<file path="src/rtl/led_pattern_sequencer.sv">
// Mode sequencer for an LED pattern engine. It synchronizes and debounces the
// mode controls, then drives mode, seed, a load pulse and the step tick.
module led_pattern_sequencer #(
  parameter int unsigned TICK_DIV = 5000000,
  parameter int unsigned DWELL    = 64,
  parameter int unsigned DEB_LEN  = 65536
) (
  input  logic        clk,
  input  logic        rst,
  input  logic [3:0]  sw,
  input  logic        auto_en,
  input  logic        btn_next,
  output logic        tick,
  output logic [3:0]  mode,
  output logic        mode_load,
  output logic [15:0] seed
);

  localparam int unsigned TW = (TICK_DIV > 1) ? $clog2(TICK_DIV) : 1;
  localparam int unsigned DW = $clog2(DWELL + 1);
  localparam int unsigned BW = $clog2(DEB_LEN + 1);

  typedef enum logic [1:0] {MANUAL, AUTO, LOAD} state_t;

  function automatic logic [3:0] code_of(input logic [2:0] i);
    case (i)
      3'd0:    code_of = 4'b0000;
      3'd1:    code_of = 4'b1000;
      3'd2:    code_of = 4'b0100;
      3'd3:    code_of = 4'b0010;
      3'd4:    code_of = 4'b0001;
      3'd5:    code_of = 4'b1100;
      3'd6:    code_of = 4'b1010;
      default: code_of = 4'b1001;
    endcase
  endfunction

  function automatic logic [15:0] seed_of(input logic [2:0] i);
    case (i)
      3'd0:    seed_of = 16'h0001;
      3'd1:    seed_of = 16'hAAAA;
      3'd2:    seed_of = 16'h0001;
      3'd3:    seed_of = 16'h00FF;
      3'd4:    seed_of = 16'h8001;
      3'd5:    seed_of = 16'h0180;
      3'd6:    seed_of = 16'h0180;
      default: seed_of = 16'h8001;
    endcase
  endfunction

  logic [3:0]    sw_s1, sw_s2, sw_prev, sw_db;
  logic          ae_s1, ae_s2, bn_s1, bn_s2, bn_prev;
  logic [BW-1:0] run, run_c;
  logic          db_legal;
  logic [2:0]    db_idx;

  state_t        state, state_n;
  logic          load_pend, load_c, tick_n;
  logic [2:0]    idx, nidx;
  logic [DW-1:0] dwell, dwell_n;
  logic [TW-1:0] cnt, cnt_n;

  // Run length of the current synchronized switch code, saturating at DEB_LEN
  assign run_c = (sw_s2 != sw_prev) ? BW'(1) :
                 (run == BW'(DEB_LEN)) ? run : run + BW'(1);

  always_ff @(posedge clk or posedge rst) begin
    if (rst) begin
      sw_s1   <= '0;
      sw_s2   <= '0;
      sw_prev <= '0;
      sw_db   <= '0;
      run     <= '0;
      ae_s1   <= 1'b0;
      ae_s2   <= 1'b0;
      bn_s1   <= 1'b0;
      bn_s2   <= 1'b0;
      bn_prev <= 1'b0;
    end else begin
      sw_s1   <= sw;
      sw_s2   <= sw_s1;
      sw_prev <= sw_s2;
      run     <= run_c;
      if (run_c >= BW'(DEB_LEN)) sw_db <= sw_s2;
      ae_s1   <= auto_en;
      ae_s2   <= ae_s1;
      bn_s1   <= btn_next;
      bn_s2   <= bn_s1;
      bn_prev <= bn_s2;
    end
  end

  always_comb begin
    db_legal = 1'b1;
    db_idx   = 3'd0;
    case (sw_db)
      4'b0000: db_idx = 3'd0;
      4'b1000: db_idx = 3'd1;
      4'b0100: db_idx = 3'd2;
      4'b0010: db_idx = 3'd3;
      4'b0001: db_idx = 3'd4;
      4'b1100: db_idx = 3'd5;
      4'b1010: db_idx = 3'd6;
      4'b1001: db_idx = 3'd7;
      default: db_legal = 1'b0;
    endcase
  end

  always_ff @(posedge clk or posedge rst) begin
    if (rst) state <= MANUAL;
    else     state <= state_n;
  end

  // Next state; load_c marks the edge that enters LOAD with index nidx
  always_comb begin
    state_n = state;
    load_c  = 1'b0;
    nidx    = idx;
    dwell_n = dwell;
    case (state)
      MANUAL: begin
        dwell_n = '0;
        if (load_pend) begin
          load_c = 1'b1;
          nidx   = 3'd0;
        end else if (ae_s2) begin
          state_n = AUTO;
        end else if (db_legal && (sw_db != mode)) begin
          load_c = 1'b1;
          nidx   = db_idx;
        end
      end
      AUTO: begin
        if (!ae_s2) begin
          state_n = MANUAL;
          dwell_n = '0;
        end else begin
          if (tick) dwell_n = dwell + DW'(1);
          if ((tick && (dwell_n == DW'(DWELL))) || (bn_s2 && !bn_prev)) begin
            load_c = 1'b1;
            nidx   = idx + 3'd1;
          end
        end
      end
      LOAD: begin
        dwell_n = '0;
        state_n = ae_s2 ? AUTO : MANUAL;
      end
      default: state_n = MANUAL;
    endcase
    if (load_c) begin
      state_n = LOAD;
      dwell_n = '0;
    end
  end

  // Tick counter is held at zero on entry to and exit from LOAD
  assign cnt_n  = (load_c || (state == LOAD) || (cnt == TW'(TICK_DIV - 1))) ? '0 : cnt + TW'(1);
  assign tick_n = !load_c && (cnt_n == TW'(TICK_DIV - 1));

  always_ff @(posedge clk or posedge rst) begin
    if (rst) begin
      load_pend <= 1'b1;
      idx       <= '0;
      dwell     <= '0;
      cnt       <= '0;
      tick      <= 1'b0;
      mode_load <= 1'b0;
      mode      <= 4'b0000;
      seed      <= 16'h0001;
    end else begin
      load_pend <= 1'b0;
      idx       <= nidx;
      dwell     <= dwell_n;
      cnt       <= cnt_n;
      tick      <= tick_n;
      mode_load <= load_c;
      if (load_c) begin
        mode <= code_of(nidx);
        seed <= seed_of(nidx);
      end
    end
  end

endmodule

</file>
<file path="config.mk">
export PLATFORM = sky130hd
export DESIGN_NAME = led_pattern_sequencer
export DESIGN_NICKNAME = d
export VERILOG_FILES = /design/src/rtl/led_pattern_sequencer.sv
export SDC_FILE = /design/constraint.sdc
export NUM_CORES = 1
export LEC_CHECK = 0
export CORE_MARGIN = 4
export CORE_UTILIZATION = 50
export CTS_CLUSTER_DIAMETER = 200
export CTS_CLUSTER_SIZE = 8
export DETAILED_ROUTE_END_ITERATION = 10
export DONT_BUFFER_PORTS = 1
export SYNTH_ARGS = -nofsm -noshare
export SYNTH_HDL_FRONTEND = slang
export SYNTH_SLANG_ARGS = --single-unit
export TNS_END_PERCENT = 1
</file>
<file path="constraint.sdc">
create_clock -name clk -period 3.1 [get_ports clk]
set_input_delay 0.31 -clock clk [delete_from_list [all_inputs] [get_ports clk]]
set_output_delay 0.31 -clock clk [all_outputs]
set_load 0.02 [all_outputs]
</file>
# Word-level counts from Yosys, hierarchy flattened
# Cells that the tools add are included.
# word_totals
out_inout_bits	22
elab_cells	97
regBits	96
input_bits	8
# classes
reduce_logical	18
n_eq_ne	24
n_lt_le_gt_ge	1
addsub	4
n_mux	31
# ops
operator	count
$pmux 16 s4	1
$eq 23x23->1 const B	2
$mux 7	5
$mux 17	2
$pmux 4 s7	1
$add 23x1->23 const B	1
$mux 23	1
$pmux 3 s7	1
$add 17x1->17 const B	1
$eq 17x17->1 const B	1
$ge 17x17->1 const B	1
$eq 4x4->1 const B	4
$mux 3	5
$pmux 7 s2	1
$eq 3x3->1 const B	3
$ne 3x3->1 const B	3
$mux 2	4
$ne 4x4->1	2
$reduce_or 8->1	1
$add 7x1->7 const B	1
$eq 7x7->1 const B	1
$mux 1	7
$eq 3x2->1 const B	2
$pmux 2 s3	1
other kinds (18)	26

# Logic depth before layout (Yosys ltp)
# Gate-level depths: netlist (run 1).
# logic_depth
ltp_word	15
ltp_mapped	11
mapped_depth_nobuf	10

# Worst setup path before layout (run 1)
# Ideal clock, no wire load.
# synth_timing
path_type	flip-flop to flip-flop
startpoint	reg tick
endpoint	reg seed[15]
setup_time_ps	124
synth_period_minus_slack_ps	2757
t_required_ps	2976
path_slack_ps	343
stages_incl_launch_ff	10
arrival_ps	2633
n_path_buf	1
cell_sequence	dfrtp_1 -> buf_2 -> nand4_4 -> o211a_1 -> or4_4 -> a311oi_2 -> a2bb2oi_4 -> xnor2_1 -> nor3b_2 -> a211o_2
# synth_via
elab_chain_len	12
word_cells_on_any_way	21
cone_classes	eq/ne: 6; mux: 10; reduce/logical: 5
# synth_rtl
element	line	rtl
start: declaration	13	output logic tick,
start signal: assignment	176	tick <= tick_n;
$mux 7	138	if (tick) dwell_n = dwell + DW'(1);
$mux 7	134	if (!ae_s2) begin
$mux 7	120	case (state)
$eq 7x7->1	139	if ((tick && (dwell_n == DW'(DWELL))) || (bn_s2 && !bn_prev)) begin
$logic_and 1x1->1 *	139	
$logic_or 1x1->1 *	139	
$mux 3 *	139	
$mux 3 *	134	
$pmux 3 s2 *	120	
named net nidx[0]	59	logic [2:0] idx, nidx;
$eq 3x3->1 (tied with other cells)	39	case (i)
$reduce_or 2->1 (no line)	-	
$pmux 16 s4 *	39	
end signal: assignment	180	seed <= seed_of(nidx);
end: declaration	16	output logic [15:0] seed
# Mark *: on every way through the listed nets, which the timed path passes. The rest lies on a longest branch. The select of a mux whose other input is x is not followed.
# A chain may end at the register's enable or synchronous reset.

# Final worst setup path (run 1)
# layout_timing
startpoint	reg dwell[0]
endpoint	reg seed[15]
# layout_via
elab_chain_len	13
word_cells_on_any_way	22
cone_classes	add/sub: 1; eq/ne: 6; mux: 10; reduce/logical: 5
# layout_rtl
element	line	rtl
start: declaration	60	logic [DW-1:0] dwell, dwell_n;
start signal: assignment	174	dwell <= dwell_n;
$add 7x1->7	138	
$mux 7 *	138	
$mux 7 *	134	
$mux 7 *	120	
$eq 7x7->1 *	139	
$logic_and 1x1->1 *	139	
$logic_or 1x1->1 *	139	
$mux 3 *	139	
$mux 3 *	134	
$pmux 3 s2 *	120	
named net nidx[0]	59	
$eq 3x3->1 (tied with other cells)	39	
$reduce_or 2->1 (no line)	-	
$pmux 16 s4 *	39	
# Marks and branches as above.

==> results of run 1 <==
==> logic make-up (layout without fill, tap and decap cells) <==
| logic type | after synthesis | in the layout |
|---|---|---|
| adders and majority gates | 6 | 6 |
| AOI/OAI and AO/OA | 53 | 53 |
| xor gates and xnor gates | 53 | 53 |
| muxes | 10 | 10 |
| other | 1 | 4 |
| buffers and inverters | 38 | 47 |
| and+or+nand+nor | 200 | 200 |
| DFF | 87 | 87 |
==> worst paths after layout <==
kind                           from         to  depth (start not counted)
hold reg to reg            sw_s1[0]   sw_s2[0]                          0
max in group asynchronous       rst  load_pend                          3
min in group asynchronous       rst     cnt[1]                          2
setup reg to reg           dwell[0]   seed[15]                          9
hold / removal             sw_s1[0]   sw_s2[0]                          0
setup / recovery           dwell[0]   seed[15]                          9
==> flip-flops by register name (all words and copies together), names as in the netlist <==
name,count
cnt,23
run,17
dwell,7
seed,7
mode,4
sw_db,4
sw_prev,4
sw_s1,4
sw_s2,4
idx,3
state,2
ae_s1,1
ae_s2,1
bn_prev,1
bn_s1,1
bn_s2,1
load_pend,1
mode_load,1
tick,1
==> through the flow <==
step,area [um2],std cells
2_1_floorplan,4440,451
3_5_place_dp,4530,545
6_report,4820,568
5_1_grt,4820,568
4_1_cts,4810,568
3_3_place_gp,4530,545
==> placed cells by master, fill, tap and decap left out, types with 2 or more instances in the layout <==
cell,n
sky130_fd_sc_hd__a22o_1,2
sky130_fd_sc_hd__a31o_2,3
sky130_fd_sc_hd__clkinvlp_4,2
sky130_fd_sc_hd__clkinv_2,2
sky130_fd_sc_hd__o211ai_1,2
sky130_fd_sc_hd__nor2_1,58
sky130_fd_sc_hd__nand4_1,14
sky130_fd_sc_hd__nand2_1,44
sky130_fd_sc_hd__nor4_1,10
sky130_fd_sc_hd__dfrtp_1,85
sky130_fd_sc_hd__mux2i_1,3
sky130_fd_sc_hd__a41o_1,2
sky130_fd_sc_hd__ha_1,5
sky130_fd_sc_hd__nor3_1,10
sky130_fd_sc_hd__nand3b_1,2
sky130_fd_sc_hd__mux2_2,7
sky130_fd_sc_hd__or2_2,2
sky130_fd_sc_hd__and2_1,4
sky130_fd_sc_hd__a21oi_1,6
sky130_fd_sc_hd__inv_1,10
sky130_fd_sc_hd__nand3_1,16
sky130_fd_sc_hd__and4_1,2
sky130_fd_sc_hd__o21ai_0,13
sky130_fd_sc_hd__clkbuf_8,10
sky130_fd_sc_hd__buf_4,12
sky130_fd_sc_hd__nand2b_1,7
sky130_fd_sc_hd__o31ai_1,3
sky130_fd_sc_hd__xnor2_1,24
sky130_fd_sc_hd__a31oi_1,6
sky130_fd_sc_hd__dfstp_2,2
sky130_fd_sc_hd__and3_1,9
sky130_fd_sc_hd__nor2b_1,4
sky130_fd_sc_hd__conb_1,4
sky130_fd_sc_hd__or2_0,2
sky130_fd_sc_hd__xor2_1,29
sky130_fd_sc_hd__nor3b_1,3
sky130_fd_sc_hd__dlygate4sd3_1,7
==> cell type report <==
cell class	count	area, um2
Inverter	12	46.3
Tap cell	108	135
Clock buffer	10	138
Timing Repair Buffer	19	160
Clock inverter	6	67.6
Multi-Input combinational cell	326	2090
Fill cell	777	3860
Sequential cell	87	2180
==> power by group through the flow <==
stage / Clock [W] / Sequential (W) / Combinational, W
2_1_floorplan: 0 / 0.00136 / 0.000460
6_report: 0.000806 / 0.00138 / 0.000533
3_5_place_dp: 0 / 0.00141 / 0.000526
4_1_cts: 0.000840 / 0.00139 / 0.000536
3_3_place_gp: 0 / 0.00141 / 0.000520
5_1_grt: 0.000886 / 0.00140 / 0.000613
==> metal layers <==
metal,vias to the layer above,global-route usage
met5,-,0
met4,0,0.0494
met3,7,0.0382
met2,38,0.271
met1,1501,0.244
li1,1557,-
==> repair_timing <==
| item | in CTS | in global routing |
|---|---|---|
| hold buffers | 7 | 0 |
| buffers inserted | 0 | 0 |
| resized for setup | 0 | 2 |
| endpoints found under the hold margin | 37 | 0 |
| endpoints found under the setup margin | 0 | 5 |
==> Flow_metrics.wiki, run 1 <==
{| class="wikitable"
! Metric !! Value
|-
| Die Span Y || 102 um
|-
| Detailed-routing iteration count for the pre-antenna-repair pass || 5
|-
| Layout cell share with drive strength beyond 1 || 0.126
|-
| Compound-Gate Fraction of Synth Area || 0.0893
|-
| Worst min-delay path category || reg2reg
|-
| Met3 wire length || approximately 240 um
|-
| Synth Register Bits || 87
|-
| CTS buffer count || 9
|-
| Post-layout minimum cycle time || 2.89 ns
|-
| Ranking of synthesized cells by instance count || sky130_fd_sc_hd__dfrtp_1, sky130_fd_sc_hd__nor2_1, sky130_fd_sc_hd__nand2_1, sky130_fd_sc_hd__xor2_1, sky130_fd_sc_hd__xnor2_1
|-
| Cell count after synthesis || 448
|-
| Top FF cell, synth || sky130_fd_sc_hd__dfrtp_1
|-
| Fmax || 346 MHz
|-
| P per Cell Area || roughly 570 nW/um2
|-
| Finish-stage setup viols || 0
|-
| Final weighted congestion of routability-driven global placement || 0.840
|-
| Clock latency reported for the late side of the worst-skew pair || 0.35 ns
|-
| Total of max-cap violations || 0
|-
| Data arrival time at the worst-slack endpoint || 3.14 ns
|-
| Clock-pin transition on the worst setup and hold timing paths || around 0.1 ns
|-
| Setup skew after layout || about 0.016 ns
|-
| Share of synthesized registers carrying an async set or reset || 1.00
|-
| Site row count || 34
|-
| Largest delay contributor family on the critical path || simple AND/OR/NAND/NOR gates
|-
| Peak ir drop on the vdd network || 0.397 mV
|-
| Area growth from synthesis to layout || 8.73%
|-
| Cell-internal power || between 0.0015 and 0.002 W
|-
| DR top layer || met4
|-
| Combinational family with the most area after synthesis || simple AND/OR/NAND/NOR gates
|-
| Total negative slack for setup checks || 0 ns
|-
| Share of total power in combinational logic || 0.196
|-
| Post-synthesis sequential area ratio || 0.492
|-
| Area share of the largest cell type after synthesis || 0.480
|-
| Fin. max-slew vios || 0
|-
| Kind of capture point of the worst setup path || flop
|-
| Number of flops mapped to enable cells by yosys || 0
|-
| CTS root buf || sky130_fd_sc_hd__clkbuf_8
|-
| Buffers added on ports || 0
|-
| Initial core utilization || 0.510
|-
| Detailed-route wire length per cell || 14.5 um
|-
| Sequential share of power || 0.508
|-
| Yosys warnings || 0
|-
| CTS H-Tree Depth || 3
|-
| TritonCTS clock tree || built
|-
| Routed met1 length || ~4200 um
|-
| Data required time of the worst path || 3.35 ns
|-
| Area of the die || ~10000 um2
|-
| Diode count || 0
|-
| Cell taking the most area after synthesis || sky130_fd_sc_hd__dfrtp_1
|-
| Total Nets Final || between 400 and 500
|-
| Met2 wire length || 3740 um
|-
| Final clock period utilization by the worst path || 0.932
|-
| Mux cell area share after synthesis || 0.0246
|-
| Actual slew at the worst max-slew pin || roughly 0.6 ns
|-
| Total routed wirelength || 8260 um
|-
| Number of distinct library cells after synthesis || 67
|-
| Total vias in the final route || 3103
|-
| Cell type of the slowest stage on the worst timing path || sky130_fd_sc_hd__or4_4
|-
| Synth top area cells || sky130_fd_sc_hd__dfrtp_1, sky130_fd_sc_hd__xor2_1, sky130_fd_sc_hd__nor2_1, sky130_fd_sc_hd__xnor2_1, sky130_fd_sc_hd__nand2_1
|-
| Leakage power of the design || 2.05 nW
|-
| Register-to-register setup slack || 0.21 ns
|-
| Total global routing overflow || 0
|-
| Relative max-transition margin || 0.609
|-
| Min setup slack post-route || about 0.21 ns
|-
| Adder-Cell Fraction of Synth Area || 0.0167
|-
| Syn_area_per_cell || 9.89 um2
|-
| Post-synth design cell area || 4430 um2
|-
| Initial antenna violation count || 0
|-
| CP Buf/Inv Count || 0
|-
| Cell with the most instances after synthesis || sky130_fd_sc_hd__dfrtp_1
|-
| Width of the chip || 102 um
|-
| Largest net degree at the start of global routing || 35
|-
| Worst slack on hold paths || 0.356 ns
|-
| End-of-flow core utilization || 0.555
|-
| Clock net sink count || 87
|-
| Via count of the first global-routing pass || 3052
|-
| Setup repair after global routing missed its margin || no
|-
| Half-perimeter wire length of the detailed placement result || between 5000 and 6000 um
|-
| Remaining design rule violation count || 0
|-
| Critical path class || reg2reg
|-
| Simple-gate share of the synthesized area || 0.231
|-
| Drt first-iter violations || 145
|-
| Longest Clk Path Bufs || 2
|-
| Final-report hold violation count || 0
|-
| Worst slack at placement || around 0.12 ns
|-
| GR Util All Layers || 0.174
|-
| Part of the power in the clock network || 0.296
|-
| Result of the run || complete, no violations
|-
| Number of top-level pins || 30
|-
| Area of the placeable core || 8680 um2
|-
| Net Sw Frac || 0.330
|-
| Switching power total || 0.000899 W
|-
| Wire length of the first global-routing pass || 14500 um
|-
| Critical Path Max Stage Delay || 0.56 ns
|-
| Vias per Instance || 5.46
|-
| Synthesized-area fraction occupied by xor and xnor cells || 0.105
|-
| Largest fanout of any net on the critical path || 7
|-
| Ordered list of cells on the worst path || ha_1, and3_2, nor4_1, or4_4, a311oi_2, a2bb2oi_4, xnor2_1, nor3b_2, a211o_2
|-
| Startpoint kind of the worst setup timing path || flop
|-
| Power, Total || between 0.002 and 0.003 W
|-
| Post-route antenna net violation count || 0
|}
No activity file was read; power rests on OpenSTA's default activity.
==> run 2, diff against run 1 <==
--- a/config.mk
+++ b/config.mk
@@ -10,7 +10,8 @@
 export CTS_CLUSTER_DIAMETER = 200
 export CTS_CLUSTER_SIZE = 8
 export DETAILED_ROUTE_END_ITERATION = 10
-export DONT_BUFFER_PORTS = 1
+export PLACE_DENSITY = 0.69
+export RECOVER_POWER = 25
 export SYNTH_ARGS = -nofsm -noshare
 export SYNTH_HDL_FRONTEND = slang
 export SYNTH_SLANG_ARGS = --single-unit
==> run 2 against run 1 <==
Net effect:
- sequential cell count unchanged
- final cell count increased by 3.0%
- sequential power is 5% lower
- clock-buffer cell count rose by 3
- power increased by 7.6%
- register-to-register slack better by 0.03 ns
- clock power rose by 11%
- sequential share of layout area shrank 1.8 points
- global-route usage shrank 0.27 points
- die area stayed put
- critical path depth is the same
- cell area rose by 4.2%
==> Flow_metrics.wiki, run 2 (synthesis gave the netlist of run 1 again) <==
{| class="wikitable"
! Metric !! Value
|-
| Final-report hold violation count || 0
|-
| Vias per Instance || 5.51
|-
| Die Span Y || 102 um
|-
| Largest regs || cnt: 23 flops, run: 17 flops
|-
| Detailed-routing iteration count for the pre-antenna-repair pass || 4
|-
| Worst setup path start || dwell[0]
|-
| Cell-internal power || just over 0.002 W
|-
| Area of the placeable core || about 8700 um2
|-
| Site row count || 34
|-
| Met3 capacity usage during global routing || 0.0389
|-
| Final cell count without fillers || 585
|-
| Register-to-register setup slack || roughly 0.24 ns
|-
| Result of the run || complete, no violations
|-
| Wire length of the first global-routing pass || 14200 um
|-
| Count of filler cells inserted in the layout || 744
|-
| Initial antenna violation count || 0
|-
| Total global routing overflow || 0
|-
| Met1 usage || 0.229
|-
| Worst min-delay path category || reg2reg
|-
| Total negative slack for setup checks || 0 ns
|-
| Critical Path Max Stage Delay || 0.55 ns
|-
| Data arrival time at the worst-slack endpoint || 3.10 ns
|-
| Final weighted congestion of routability-driven global placement || 0.837
|-
| Data required time of the worst path || 3.34 ns
|-
| Area growth from synthesis to layout || 13.2%
|-
| Clock net sink count || between 80 and 90
|-
| Sequential cell area || 2180 um2
|-
| Actual slew at the worst max-slew pin || ~1.1 ns
|-
| Fmax || roughly 350 MHz
|-
| Met2 routing resource usage after global routing || 0.273
|-
| Setup repair after global routing missed its margin || no
|-
| Net Sw Frac || 0.304
|-
| Endpoint of the most critical register-to-register path || seed[15]
|-
| Ordered list of cells on the worst path || ha_1, and3_2, nor4_1, or4_4, a311oi_2, a2bb2oi_4, xnor2_1, nor3b_2, a211o_2
|-
| Clock-pin transition on the worst setup and hold timing paths || approximately 0.08 ns
|-
| Layout cell share with drive strength beyond 1 || 0.115
|-
| Post-layout minimum cycle time || 2.86 ns
|-
| Total routed wirelength || 8360 um
|-
| Min setup slack post-route || between 0.2 and 0.25 ns
|-
| Share of total power in combinational logic || 0.249
|-
| CTS buffer count || 9
|-
| Remaining design rule violation count || 0
|-
| GR Util All Layers || 0.171
|-
| Power, Total || about 0.003 W
|-
| Fin. max-slew vios || 0
|-
| Total vias in the final route || 3225
|-
| Register with the most flip-flops || cnt
|-
| Worst slack on hold paths || 0.353 ns
|-
| Half-perimeter wire length of the detailed placement result || 5950 um
|-
| Peak ir drop on the vdd network || approximately 0.37 mV
|-
| Detailed-route wire length per cell || 14.3 um
|-
| Switching power total || 0.000891 W
|-
| Diode count || 0
|-
| Flip-flop count of the largest register, all copies and words added || 23
|-
| Reg2Reg Launch Point || dwell[0]
|-
| Clock latency reported for the late side of the worst-skew pair || 0.35 ns
|-
| Part of the power in the clock network || 0.306
|-
| Via count of the first global-routing pass || between 3000 and 4000
|-
| Setup skew after layout || 0.00613 ns
|-
| Buffers added on ports || 26
|-
| Sequential share of power || 0.446
|-
| Hold buffer count at cts || 0
|-
| Most used routing layer in global routing || met2
|-
| Post-Place Cells || 569
|-
| Initial core utilization || 0.510
|-
| P per Cell Area || 584 nW/um2
|-
| Startpoint kind of the worst setup timing path || flop
|-
| Kind of capture point of the worst setup path || flop
|-
| CP endpoint || seed[15]
|-
| Cell type of the slowest stage on the worst timing path || sky130_fd_sc_hd__or4_4
|-
| Finish-stage setup viols || 0
|-
| FF-to-FF path depth || 9
|-
| CTS root buf || sky130_fd_sc_hd__clkbuf_8
|-
| Most common cell after layout, fill and taps aside || sky130_fd_sc_hd__dfrtp_1
|-
| Area used by multi-input combinational logic || approximately 2100 um2
|-
| CTS H-Tree Depth || 3
|-
| Total Nets Final || approximately 490
|-
| Final clock period utilization by the worst path || 0.923
|-
| Longest Clk Path Bufs || 2
|-
| Drt first-iter violations || 238
|-
| Number of top-level pins || 30
|-
| Area of the die || 10400 um2
|-
| Commonest non-fill, non-tap cells in the layout || sky130_fd_sc_hd__dfrtp_1, sky130_fd_sc_hd__nor2_1, sky130_fd_sc_hd__nand2_1, sky130_fd_sc_hd__xor2_1, sky130_fd_sc_hd__xnor2_1
|-
| Total of max-cap violations || 0
|-
| Width of the chip || 102 um
|-
| Critical path class || reg2reg
|-
| Largest net degree at the start of global routing || 39
|-
| Worst slack at placement || approximately 0.12 ns
|-
| TritonCTS clock tree || built
|-
| Largest fanout of any net on the critical path || 7
|-
| Relative max-transition margin || 0.277
|-
| Post-route antenna net violation count || 0
|-
| Leakage power of the design || 2.12 nW
|}
run 2: repair_timing:
item / in CTS / in global routing
buffers inserted: 0 / 0
setup endpoints to repair: 0 / 5
gates resized for setup: 0 / 2
run 2: worst min path at each step:
| stage | from | end | slack (ns) | cells after the start |
|---|---|---|---|---|
| after global routing | sw_s1[1] | sw_s2[1] | 0.36 | 0 |
| after floorplan | ae_s1 | ae_s2 | 0.33 | 0 |
| after CTS | rst | sw_s2[0] | 0.28 | 2 |
| after global placement | ae_s1 | ae_s2 | 0.34 | 0 |
| after detailed placement | ae_s1 | ae_s2 | 0.33 | 0 |
| final | sw_s1[1] | sw_s2[1] | 0.35 | 0 |
run 2: area by class of cell:
type	count	area share
Clock inverter	3	0.0130
Multi-Input combinational cell	326	0.416
Timing Repair Buffer	36	0.0664
Clock buffer	13	0.0337
Sequential cell	87	0.435
Tap cell	108	0.0269
Inverter	12	0.00923
run 2: metrics by stage:
step | util | instance area (um2)
after floorplan | - | 4440
after global placement | 0.552 | 4790
after detailed placement | 0.552 | 4790
after CTS | 0.579 | 5020
after global routing | 0.578 | 5020
final | 0.578 | 5020
run 2: per-layer routing:
metal,up-vias,part of all wire
met1,1560,0.49
met5,-,0
li1,1593,-
met2,58,0.47
met4,0,0.013
met3,14,0.033
run 2: power groups by stage:
stage                     combinational (W)  clock [W]  sequential, W
after floorplan                    0.000460          0        0.00136
after global placement             0.000721          0        0.00133
after detailed placement           0.000732          0        0.00133
after CTS                          0.000737   0.000929        0.00131
after global routing               0.000805   0.000972        0.00132
final                              0.000729   0.000896        0.00131
run 2: critical path, delay by kind of cell, from the launching register on:
kind	cells	cell delay, ns
AOI/OAI and AO/OA	3	0.87
and+or+nand+nor	4	0.91
xor gates and xnor gates	1	0.19
DFF	1	0.47
adders and majority gates	1	0.31
